File: config.mk
export PLATFORM = sky130hd
export DESIGN_NAME = mac_array_sched
export DESIGN_NICKNAME = d
export VERILOG_FILES = /design/src/rtl/systolic_pkg.sv /design/src/rtl/mac_skew_line.sv /design/src/rtl/mac_array_sched.sv
export SDC_FILE = /design/constraint.sdc
export NUM_CORES = 1
export LEC_CHECK = 0
export CAP_MARGIN = 20
export CORE_ASPECT_RATIO = 1.1
export CORE_UTILIZATION = 30
export DETAILED_ROUTE_END_ITERATION = 8
export DONT_BUFFER_PORTS = 1
export PLACE_DENSITY = 0.41
export SKIP_LAST_GASP = 1
export SLEW_MARGIN = 0
export SYNTH_ARGS = -nofsm -noshare
export SYNTH_HDL_FRONTEND = slang
export SYNTH_SLANG_ARGS = --single-unit
File: constraint.sdc
create_clock -name clk -period 1.8 [get_ports clk]
set_input_delay 0.36 -clock clk [delete_from_list [all_inputs] [get_ports clk]]
set_output_delay 0.36 -clock clk [all_outputs]
set_load 0.02 [all_outputs]
File: src/rtl/systolic_pkg.sv
`default_nettype none
// ============================================================================
// Module      : systolic_pkg
// Description : Constants and state encoding shared by the MAC array
//               sequencer and the surrounding systolic datapath.
// Revision    : 1.0 - initial release
// ----------------------------------------------------------------------------
// Contents    : N_MACS, W, ACC_W, K_MAX default constants
//               sched_state_e - sequencer state encoding
// ============================================================================
package systolic_pkg;

    localparam int N_MACS = 4;   // MAC lanes in the array
    localparam int W      = 8;   // operand width
    localparam int ACC_W  = 16;  // accumulator width
    localparam int K_MAX  = 16;  // longest dot product per run

    typedef enum logic [2:0] {
        ST_IDLE  = 3'd0,
        ST_CLEAR = 3'd1,
        ST_FEED  = 3'd2,
        ST_DRAIN = 3'd3,
        ST_DONE  = 3'd4
    } sched_state_e;

endpackage : systolic_pkg
`default_nettype wire

File: src/rtl/mac_skew_line.sv
`default_nettype none
// ============================================================================
// Module      : mac_skew_line
// Description : Shift register that turns the operand-buffer read strobe into
//               per-lane accumulate enables, each lane one cycle behind the
//               previous one.  Tap 0 absorbs the one-cycle buffer read
//               latency, so en_o[0] is the base valid v0 and en_o[i] is v0
//               delayed by i cycles.
// Revision    : 1.0 - initial release
// ----------------------------------------------------------------------------
// Ports       : clk      in   clock, rising edge
//               rst_n    in   asynchronous active-low reset (flushes taps)
//               rd_en_i  in   operand-buffer read strobe
//               en_o     out  N_TAPS per-lane enables
// ============================================================================
module mac_skew_line #(
    parameter int N_TAPS = 4
) (
    input  logic              clk,
    input  logic              rst_n,
    input  logic              rd_en_i,
    output logic [N_TAPS-1:0] en_o
);

    logic [N_TAPS-1:0] taps_q;

    generate
        for (genvar gi = 0; gi < N_TAPS; gi++) begin : g_taps
            if (gi == 0) begin : g_first
                always_ff @(posedge clk or negedge rst_n) begin
                    if (!rst_n) begin
                        taps_q[gi] <= 1'b0;
                    end else begin
                        taps_q[gi] <= rd_en_i;
                    end
                end
            end else begin : g_rest
                always_ff @(posedge clk or negedge rst_n) begin
                    if (!rst_n) begin
                        taps_q[gi] <= 1'b0;
                    end else begin
                        taps_q[gi] <= taps_q[gi-1];
                    end
                end
            end
        end
    endgenerate

    assign en_o = taps_q;

endmodule : mac_skew_line
`default_nettype wire

File: src/rtl/mac_array_sched.sv
`default_nettype none
// ============================================================================
// Module      : mac_array_sched
// Description : Sequencer for the MAC lane array.  On start it clears the
//               lanes, streams k operand-buffer reads, lets the skewed
//               enable wavefront drain through every lane, then pulses done
//               and marks all lane results valid.
// Revision    : 1.0 - initial release
// ----------------------------------------------------------------------------
// Ports       : clk          in   clock, rising edge
//               rst_n        in   asynchronous active-low reset
//               start_i      in   run request (IDLE only)
//               clear_all_i  in   clear lane accumulators (IDLE only)
//               k_len_i      in   terms per run, sampled with start_i
//               busy_o       out  high in every state but IDLE
//               done_o       out  one-cycle completion pulse
//               rd_en_o      out  operand-buffer read strobe
//               rd_addr_o    out  operand-buffer address
//               mac_clr_o    out  per-lane accumulator clear
//               mac_en_o     out  per-lane accumulate enable (skewed)
//               valid_out_o  out  sticky per-lane result valid
// ============================================================================
module mac_array_sched #(
    parameter int N_MACS = systolic_pkg::N_MACS,
    parameter int K_MAX  = systolic_pkg::K_MAX,
    parameter int ADDR_W = 4,
    parameter int KL_W   = 5
) (
    input  logic              clk,
    input  logic              rst_n,
    input  logic              start_i,
    input  logic              clear_all_i,
    input  logic [KL_W-1:0]   k_len_i,
    output logic              busy_o,
    output logic              done_o,
    output logic              rd_en_o,
    output logic [ADDR_W-1:0] rd_addr_o,
    output logic [N_MACS-1:0] mac_clr_o,
    output logic [N_MACS-1:0] mac_en_o,
    output logic [N_MACS-1:0] valid_out_o
);

    import systolic_pkg::*;

    localparam int DCNT_W = $clog2(N_MACS + 1);

    sched_state_e      state_q;
    logic [KL_W-1:0]   k_q;
    logic              busy_q;
    logic              done_q;
    logic              rd_en_q;
    logic [ADDR_W-1:0] rd_addr_q;
    logic [N_MACS-1:0] mac_clr_q;
    logic [N_MACS-1:0] valid_q;
    logic [DCNT_W-1:0] drain_cnt_q;

    logic [KL_W-1:0]   k_clamp_d;
    logic              last_addr_d;

    always_comb begin
        k_clamp_d   = (k_len_i > KL_W'(K_MAX)) ? KL_W'(K_MAX) : k_len_i;
        // Address k-1 is on the bus this cycle: the final read of the run.
        last_addr_d = ((KL_W'(rd_addr_q) + KL_W'(1)) == k_q);
    end

    // Every output is a register; values are set on the edge that enters
    // the state they belong to, so they line up with state_q.
    always_ff @(posedge clk or negedge rst_n) begin
        if (!rst_n) begin
            state_q     <= ST_IDLE;
            k_q         <= '0;
            busy_q      <= 1'b0;
            done_q      <= 1'b0;
            rd_en_q     <= 1'b0;
            rd_addr_q   <= '0;
            mac_clr_q   <= '0;
            valid_q     <= '0;
            drain_cnt_q <= '0;
        end else begin
            done_q    <= 1'b0;
            mac_clr_q <= '0;
            unique case (state_q)
                ST_IDLE: begin
                    if (start_i) begin
                        busy_q <= 1'b1;
                        if (k_len_i != '0) begin
                            k_q       <= k_clamp_d;
                            mac_clr_q <= '1;
                            valid_q   <= '0;
                            rd_addr_q <= '0;
                            state_q   <= ST_CLEAR;
                        end else begin
                            // Empty run: nothing to clear or feed.
                            done_q  <= 1'b1;
                            valid_q <= '1;
                            state_q <= ST_DONE;
                        end
                    end else if (clear_all_i) begin
                        mac_clr_q <= '1;
                        valid_q   <= '0;
                    end
                end
                ST_CLEAR: begin
                    rd_en_q   <= 1'b1;
                    rd_addr_q <= '0;
                    state_q   <= ST_FEED;
                end
                ST_FEED: begin
                    if (last_addr_d) begin
                        rd_en_q     <= 1'b0;
                        drain_cnt_q <= DCNT_W'(N_MACS);
                        state_q     <= ST_DRAIN;
                    end else begin
                        rd_addr_q <= rd_addr_q + ADDR_W'(1);
                    end
                end
                ST_DRAIN: begin
                    // N_MACS cycles: the last lane's final enable is in the
                    // last DRAIN cycle.
                    if (drain_cnt_q == DCNT_W'(1)) begin
                        done_q  <= 1'b1;
                        valid_q <= '1;
                        state_q <= ST_DONE;
                    end else begin
                        drain_cnt_q <= drain_cnt_q - DCNT_W'(1);
                    end
                end
                ST_DONE: begin
                    busy_q  <= 1'b0;
                    state_q <= ST_IDLE;
                end
                default: begin
                    busy_q  <= 1'b0;
                    rd_en_q <= 1'b0;
                    state_q <= ST_IDLE;
                end
            endcase
        end
    end

    mac_skew_line #(
        .N_TAPS (N_MACS)
    ) u_skew (
        .clk     (clk),
        .rst_n   (rst_n),
        .rd_en_i (rd_en_q),
        .en_o    (mac_en_o)
    );

    assign busy_o      = busy_q;
    assign done_o      = done_q;
    assign rd_en_o     = rd_en_q;
    assign rd_addr_o   = rd_addr_q;
    assign mac_clr_o   = mac_clr_q;
    assign valid_out_o = valid_q;

endmodule : mac_array_sched
`default_nettype wire

# ---- After elaboration in Yosys (flattened, before gate mapping)
# Cells that the tools add are included.
dict set report word_totals {
  wordCells 76
  inputBits 9
  register_bits 30
  out_inout_bits 19
}
dict set report classes {
  addsub 3
  reduce_logical 14
  magnitude_cmp 1
  eq_ne 13
  mux 30
  bitwise 2
}
# op n
set ops {}
lappend ops {{2-to-1 mux 4 bit} 11}
lappend ops {{2-to-1 mux 3 bit} 6}
lappend ops {{inequality test 2 bit (second input constant)} 6}
lappend ops {{one-hot mux 3 bit (4 select lines)} 1}
lappend ops {{one-hot mux 4 bit (3 select lines)} 1}
lappend ops {{AND reduction 3 bit} 4}
lappend ops {{one-hot mux 4 bit (2 select lines)} 1}
lappend ops {{equality test 3 x 1 -> 1 bit (second input constant)} 2}
lappend ops {{equality test 3 x 2 -> 1 bit (second input constant)} 2}
lappend ops {{one-hot mux 3 bit (2 select lines)} 1}
lappend ops {{OR reduction 3 bit} 2}
lappend ops {{adder 4 x 1 -> 5 bit (second input constant)} 1}
lappend ops {{equality test 5 bit} 1}
lappend ops {{greater-than comparator 5 bit (second input constant)} 1}
lappend ops {{2-to-1 mux 1 bit} 5}
lappend ops {{2-to-1 mux 5 bit} 1}
lappend ops {{nonzero test 5 bit} 1}
lappend ops {{adder 4 x 1 -> 4 bit (second input constant)} 1}
lappend ops {{one-hot mux 1 bit (2 select lines)} 2}
lappend ops {{AND reduction 2 bit} 2}
lappend ops {{AND reduction 4 bit} 1}
lappend ops {{nonzero test 2 bit} 2}
lappend ops {{equality test 3 bit (second input constant)} 1}
lappend ops {{zero test 3 bit} 1}
lappend ops {{other kinds (5)} 6}

# ---- Longest topological paths before layout
dict set report logic_depth {
  depth_word 4
  mapped_depth 7
  mapped_depth_nobuf 7
}

# ---- Hierarchy
# From an unflattened synthesis, not the netlist that was laid out.
dict set report hier_totals {
  cells_unflattened 128
  hier_area_um2 1260.0
}
# mod instances area_each_um2 cells_per_inst seq_area_each_um2
set by_module_without_submodules {}
lappend by_module_without_submodules {mac_array_sched 1 1159.9 124 500.5}
lappend by_module_without_submodules {mac_skew_line 1 100.1 4 100.1}

# ---- Worst setup path after synthesis
# Ideal clock, no wire load.
dict set report synth_path {
  kind {register to register}
  start {register rd_addr_q[0], in the netlist rd_addr_o[0]}
  end {register rd_addr_q[3], in the netlist rd_addr_o[3]}
  t_required_ns 1.731
  stages_incl_launch_ff 8
  path_buffers 0
  setup_ns 0.069
  arrival_time_ns 1.814
  synth_period_minus_slack_ns 1.884
  path_slack_ns -0.084
  cell_sequence {dfrtp_1 -> ha_1 -> clkinv_1 -> a21oi_2 -> a2bb2oi_2 -> nor3_4 -> or4_1 -> nand3_1}
}
dict set report synth_between {
  elab_chain_len 4
  word_cells_on_any_way 7
  classes_between {add/sub (2); eq/ne (2); mux (2); reduce/logical (1)}
}
# item line
set synth_rtl {}
lappend synth_rtl {{start: declaration} mac_array_sched.sv:52} ;# logic [ADDR_W-1:0] rd_addr_q;
lappend synth_rtl {{start signal: assignment} mac_array_sched.sv:114} ;# rd_addr_q <= rd_addr_q + ADDR_W'(1);
lappend synth_rtl {{adder 4 x 1 -> 5 bit} mac_array_sched.sv:63} ;# last_addr_d = ((KL_W'(rd_addr_q) + KL_W'(1)) == k_q);
lappend synth_rtl {{equality test 5 bit} mac_array_sched.sv:63}
lappend synth_rtl {{inequality test 2 bit (no line)} n/a}
lappend synth_rtl {{AND reduction 4 bit (no line)} n/a}
# Parallel ways exist; a longest one is shown, timed or not. The select of a mux whose other input is x is not followed.
# A chain may end at the register's enable or synchronous reset.

# ---- Worst setup path in the final report
dict set report layout_path {
  start {register rd_addr_q[0], in the netlist rd_addr_o[0]}
  end {register rd_addr_q[0], in the netlist rd_addr_o[0]}
}
# Same word-level chain as after synthesis.

==> results.yml <==
sta:
  skew_ns: 0.00381
  min_period_ns: 1.89
  setup_ws_ns: -0.0904
  fmax_mhz: 529
  drv_slew: 0
  finalSetupViolations: 8
  fin_crit_sh_pct: 105
  worst_slew_pin_slew_ns: 0.407
  finalHoldViolations: 0
  grt_setup_unrepaired: "true"
  slew_headroom_pct: 72.7
  hold-worst-slack_ns: 0.231
power_and_ir_drop:
  pwr-share-seq_pct: 32.4
  switching_share_pct: 42.0
  p_leak_nw: 0.683
  p_switching_mw: 1.34
  p_int_mw: 1.85
  combPwrFrac_pct: 52.6
  powerDensity_nw_per_um2: 2010
  p_clk_share_pct: 15.0
  irDropWorstVdd_mv: 0.518
layout:
  fin_nets: 154
  syn2layout_area_growth_pct: 24.7
  antenna-diode-count: 0
  design_area_um2: 1580
  n_fill_cell: 429
  drive_gt1_share_pct: 29.1
  stdcell_count: 193
logic_synthesis:
  yosysUniqueCellTypes: 38
  synth_warnings: 0
  ys_ff_latch: 24
  syn_avg_cell_area_um2: 9.92
  yosysSeqAreaShare_pct: 47.3
  syn-cell-area_um2: 1270
  syn_nets: 140
  synth_cells: 128
placement:
  portBuffers: 0
  dp_slack_ns: -0.0799
  dpl-instance-area_um2: 1360
  dp_cells: 180
  hpwl_um: 1940
  gp_congestion: 0.765
cts:
  htree_num_levels: 1
  insertion_delay_ns: 0.27
  clock_tree.root_cell: "clkbuf_8"
  numCtsBuffers: 3
  cts_tree: "done"
  cts_sinks: 24
  cts.clk_slew.worst_paths_ns: 0.09
  clock_path_buffers: 2
global_routing:
  grt_pass1_vias: 1005
  grt_first_pass_wirelength_um: 4790
  grt.overflow.total: 0
  antenna_found_initial: 0
  grt_max_degree: 25
  track_usage_pct: 13.8
detailed_routing:
  via_per_inst: 5.02
  ant_nets: 0
  via_count: 968
  drtIter0Drc: 32
  drt-wirelength-per-cell_um: 15.2
  drt_wl_total_um: 2930
  post-route-drc-count: 0
  dr.pass1.iters: 4
critical_path:
  critPathBufInv: 1
  critical-path-top-delay-family: "flip-flops"
  slowest_delay_ns: 0.44
  path_cells: "ha_4 > xnor2_2 > o211ai_1 > buf_4 > nor3_4 > nor2_2 > mux2_2"
  critPathKind: "flip-flop to flip-flop"
  critPathCaptureType: "flip-flop"
  critPathRequiredTime_ns: 1.96
  start_kind: "flip-flop"
  cp_max_fo: 5
  cp.arrival_ns: 2.05
  crit_slowest_cell: "dfrtp_2"
floorplan:
  start_util_pct: 31.6
  io_pins: 28
  coreArea_um2: 4020
  die_h_um: 70.2
  rows: 24
  die_x_um: 64.0
  dieArea_um2: 4500
flow_run:
  max_cap_violations: 0
run_status:
  violations: "negative setup slack"
  status: "finished with violations"
worst_hold_path:
  min_path_type: "input pin to flip-flop"
==> path summary, 6_finish.rpt <==
check / start / depth (start not counted) / slack, ns / endpoint
min in group asynchronous: rst_n / 2 / 0.52 / u_skew.en_o[3]$_DFF_PN0_
max: rd_addr_o[0]$_DFFE_PN0P_ / 7 / -0.09 / rd_addr_o[0]$_DFFE_PN0P_
min: k_len_i[4] / 1 / 0.23 / k_q[4]$_DFFE_PN0P_
max reg2reg: rd_addr_o[0]$_DFFE_PN0P_ / 7 / -0.09 / rd_addr_o[0]$_DFFE_PN0P_
min reg2reg: drain_cnt_q[1]$_DFFE_PN0P_ / 1 / 0.52 / drain_cnt_q[1]$_DFFE_PN0P_
max in group asynchronous: rst_n / 2 / 1.12 / rd_addr_o[0]$_DFFE_PN0P_
==> power by group through the flow <==
stage	registers, mW	logic, mW	clock network (mW)
6_report	1.03	1.67	0.479
5_1_grt	1.06	1.83	0.516
4_1_cts	1.03	1.40	0.493
3_5_place_dp	1.03	1.24	0
3_3_place_gp	1.03	1.22	0
2_1_floorplan	1.05	0.984	0
==> metal layers <==
layer  GRT usage (%)  wire (µm)  part of all wire, %  vias up
li1                -          -                    -      469
met3            3.92        101                  3.4        8
met5               0          0                    0        -
met2            22.0       1460                   50       18
met1            16.3       1270                   43      473
met4            8.33         91                  3.1        0
==> stage by stage <==
stage               power [mW]  util (%)  setup TNS (ns)
global placement          2.25      33.7        -0.00528
finish                    3.18      39.4          -0.471
global route              3.40      39.4           -1.13
detailed placement        2.28      33.7          -0.231
floorplan                 2.04         -               0
CTS                       2.92      37.2         -0.0738
==> layout by cell type, fill, tap and decap left out, types with 2 or more instances in the layout <==
cell type / instances
dfrtp_2: 3
inv_1: 4
buf_4: 16
dfrtp_1: 21
a21oi_1: 5
a211oi_1: 2
ha_1: 2
o211ai_1: 3
nor3_4: 2
nor2_1: 7
nand3_1: 3
xor2_1: 2
or4_4: 2
o21ai_1: 3
nand2_1: 16
o21ai_0: 8
a22o_1: 3
nor3_1: 2
clkbuf_8: 3
nand2b_1: 6
nor2b_1: 3
==> Yosys cell counts <==
library cell  count  share of area, %
nor2_1            8               2.4
nor3_4            1               1.3
a2bb2oi_2         1               1.2
clkinv_1          1              0.30
nand2b_4          1               1.1
nor2b_1           3               1.5
o22ai_1           1              0.49
clkbuf_1          2              0.59
o21ai_1           4               1.6
or4_4             1              0.89
o211ai_1          3               1.8
a21o_1            1              0.59
nor3b_2           1              0.99
mux2_1            1              0.89
nand2b_1          6               3.0
o211ai_2          1              0.99
inv_1             4               1.2
buf_6             1              0.89
xor2_1            2               1.4
nand2_1          16               4.7
nand4b_1          1              0.69
ha_1              3               3.0
a2bb2oi_1         1              0.69
or4_1             2               1.2
a41oi_1           1              0.69
nor3_1            2              0.79
a22o_1            3               2.1
a211oi_1          2               1.2
a21boi_0          1              0.59
a21oi_2           1              0.69
o21ai_0           8               3.2
buf_4             6               3.5
xnor2_1           3               2.1
buf_2             1              0.39
a21oi_1           5               2.0
dfrtp_1          24                47
nand3_1           4               1.6
mux2_2            1              0.89
==> what timing repair did <==
action	CTS	global route
setup endpoints to repair	6	9
resized for setup	2	10
hold endpoints to repair	24	0
cloned	1	0
buffers inserted	2	4
pin swaps	3	11
hold buffers	2	0
==> logic make-up (layout without fill, tap and decap cells) <==
kind of cell	Yosys count	in the layout	share of synthesized area, %
adder cells (fa/ha/maj)	3	3	2.96
AND/OR/NAND/NOR	46	47	20.0
multiplexers	2	2	1.77
XOR/XNOR	5	5	3.45
buffers and inverters	15	27	6.90
flip-flops	24	24	47.3
AO/OA/AOI/OAI	33	33	17.6
==> registers in the layout (all words and copies together), names as in the netlist <==
signal	flops
rd_en_o	1
drain_cnt_q	3
k_q	5
rd_addr_o	4
done_o	1
mac_clr_o	1
state_q	3
u_skew.en_o	4
valid_out_o	1
busy_o	1
==> worst register-to-register path, stage by stage, from the launching register on <==
cell	delay (ns)
dfrtp_2	0.44
ha_4	0.29
xnor2_2	0.10
o211ai_1	0.13
buf_4	0.17
nor3_4	0.32
nor2_2	0.07
mux2_2	0.26
==> layout make-up <==
type | instances | area (µm²) | area share [%]
tap | 52 | 65.1 | 4.11
timing repair buffer | 18 | 150 | 9.48
inverter | 5 | 22.5 | 1.42
clock buffer | 3 | 41.3 | 2.61
multi-input combinational | 90 | 671 | 42.3
sequential | 24 | 604 | 38.2
clock inverter | 1 | 30.0 | 1.90
Note: power is estimated with default switching activity, not from simulation.
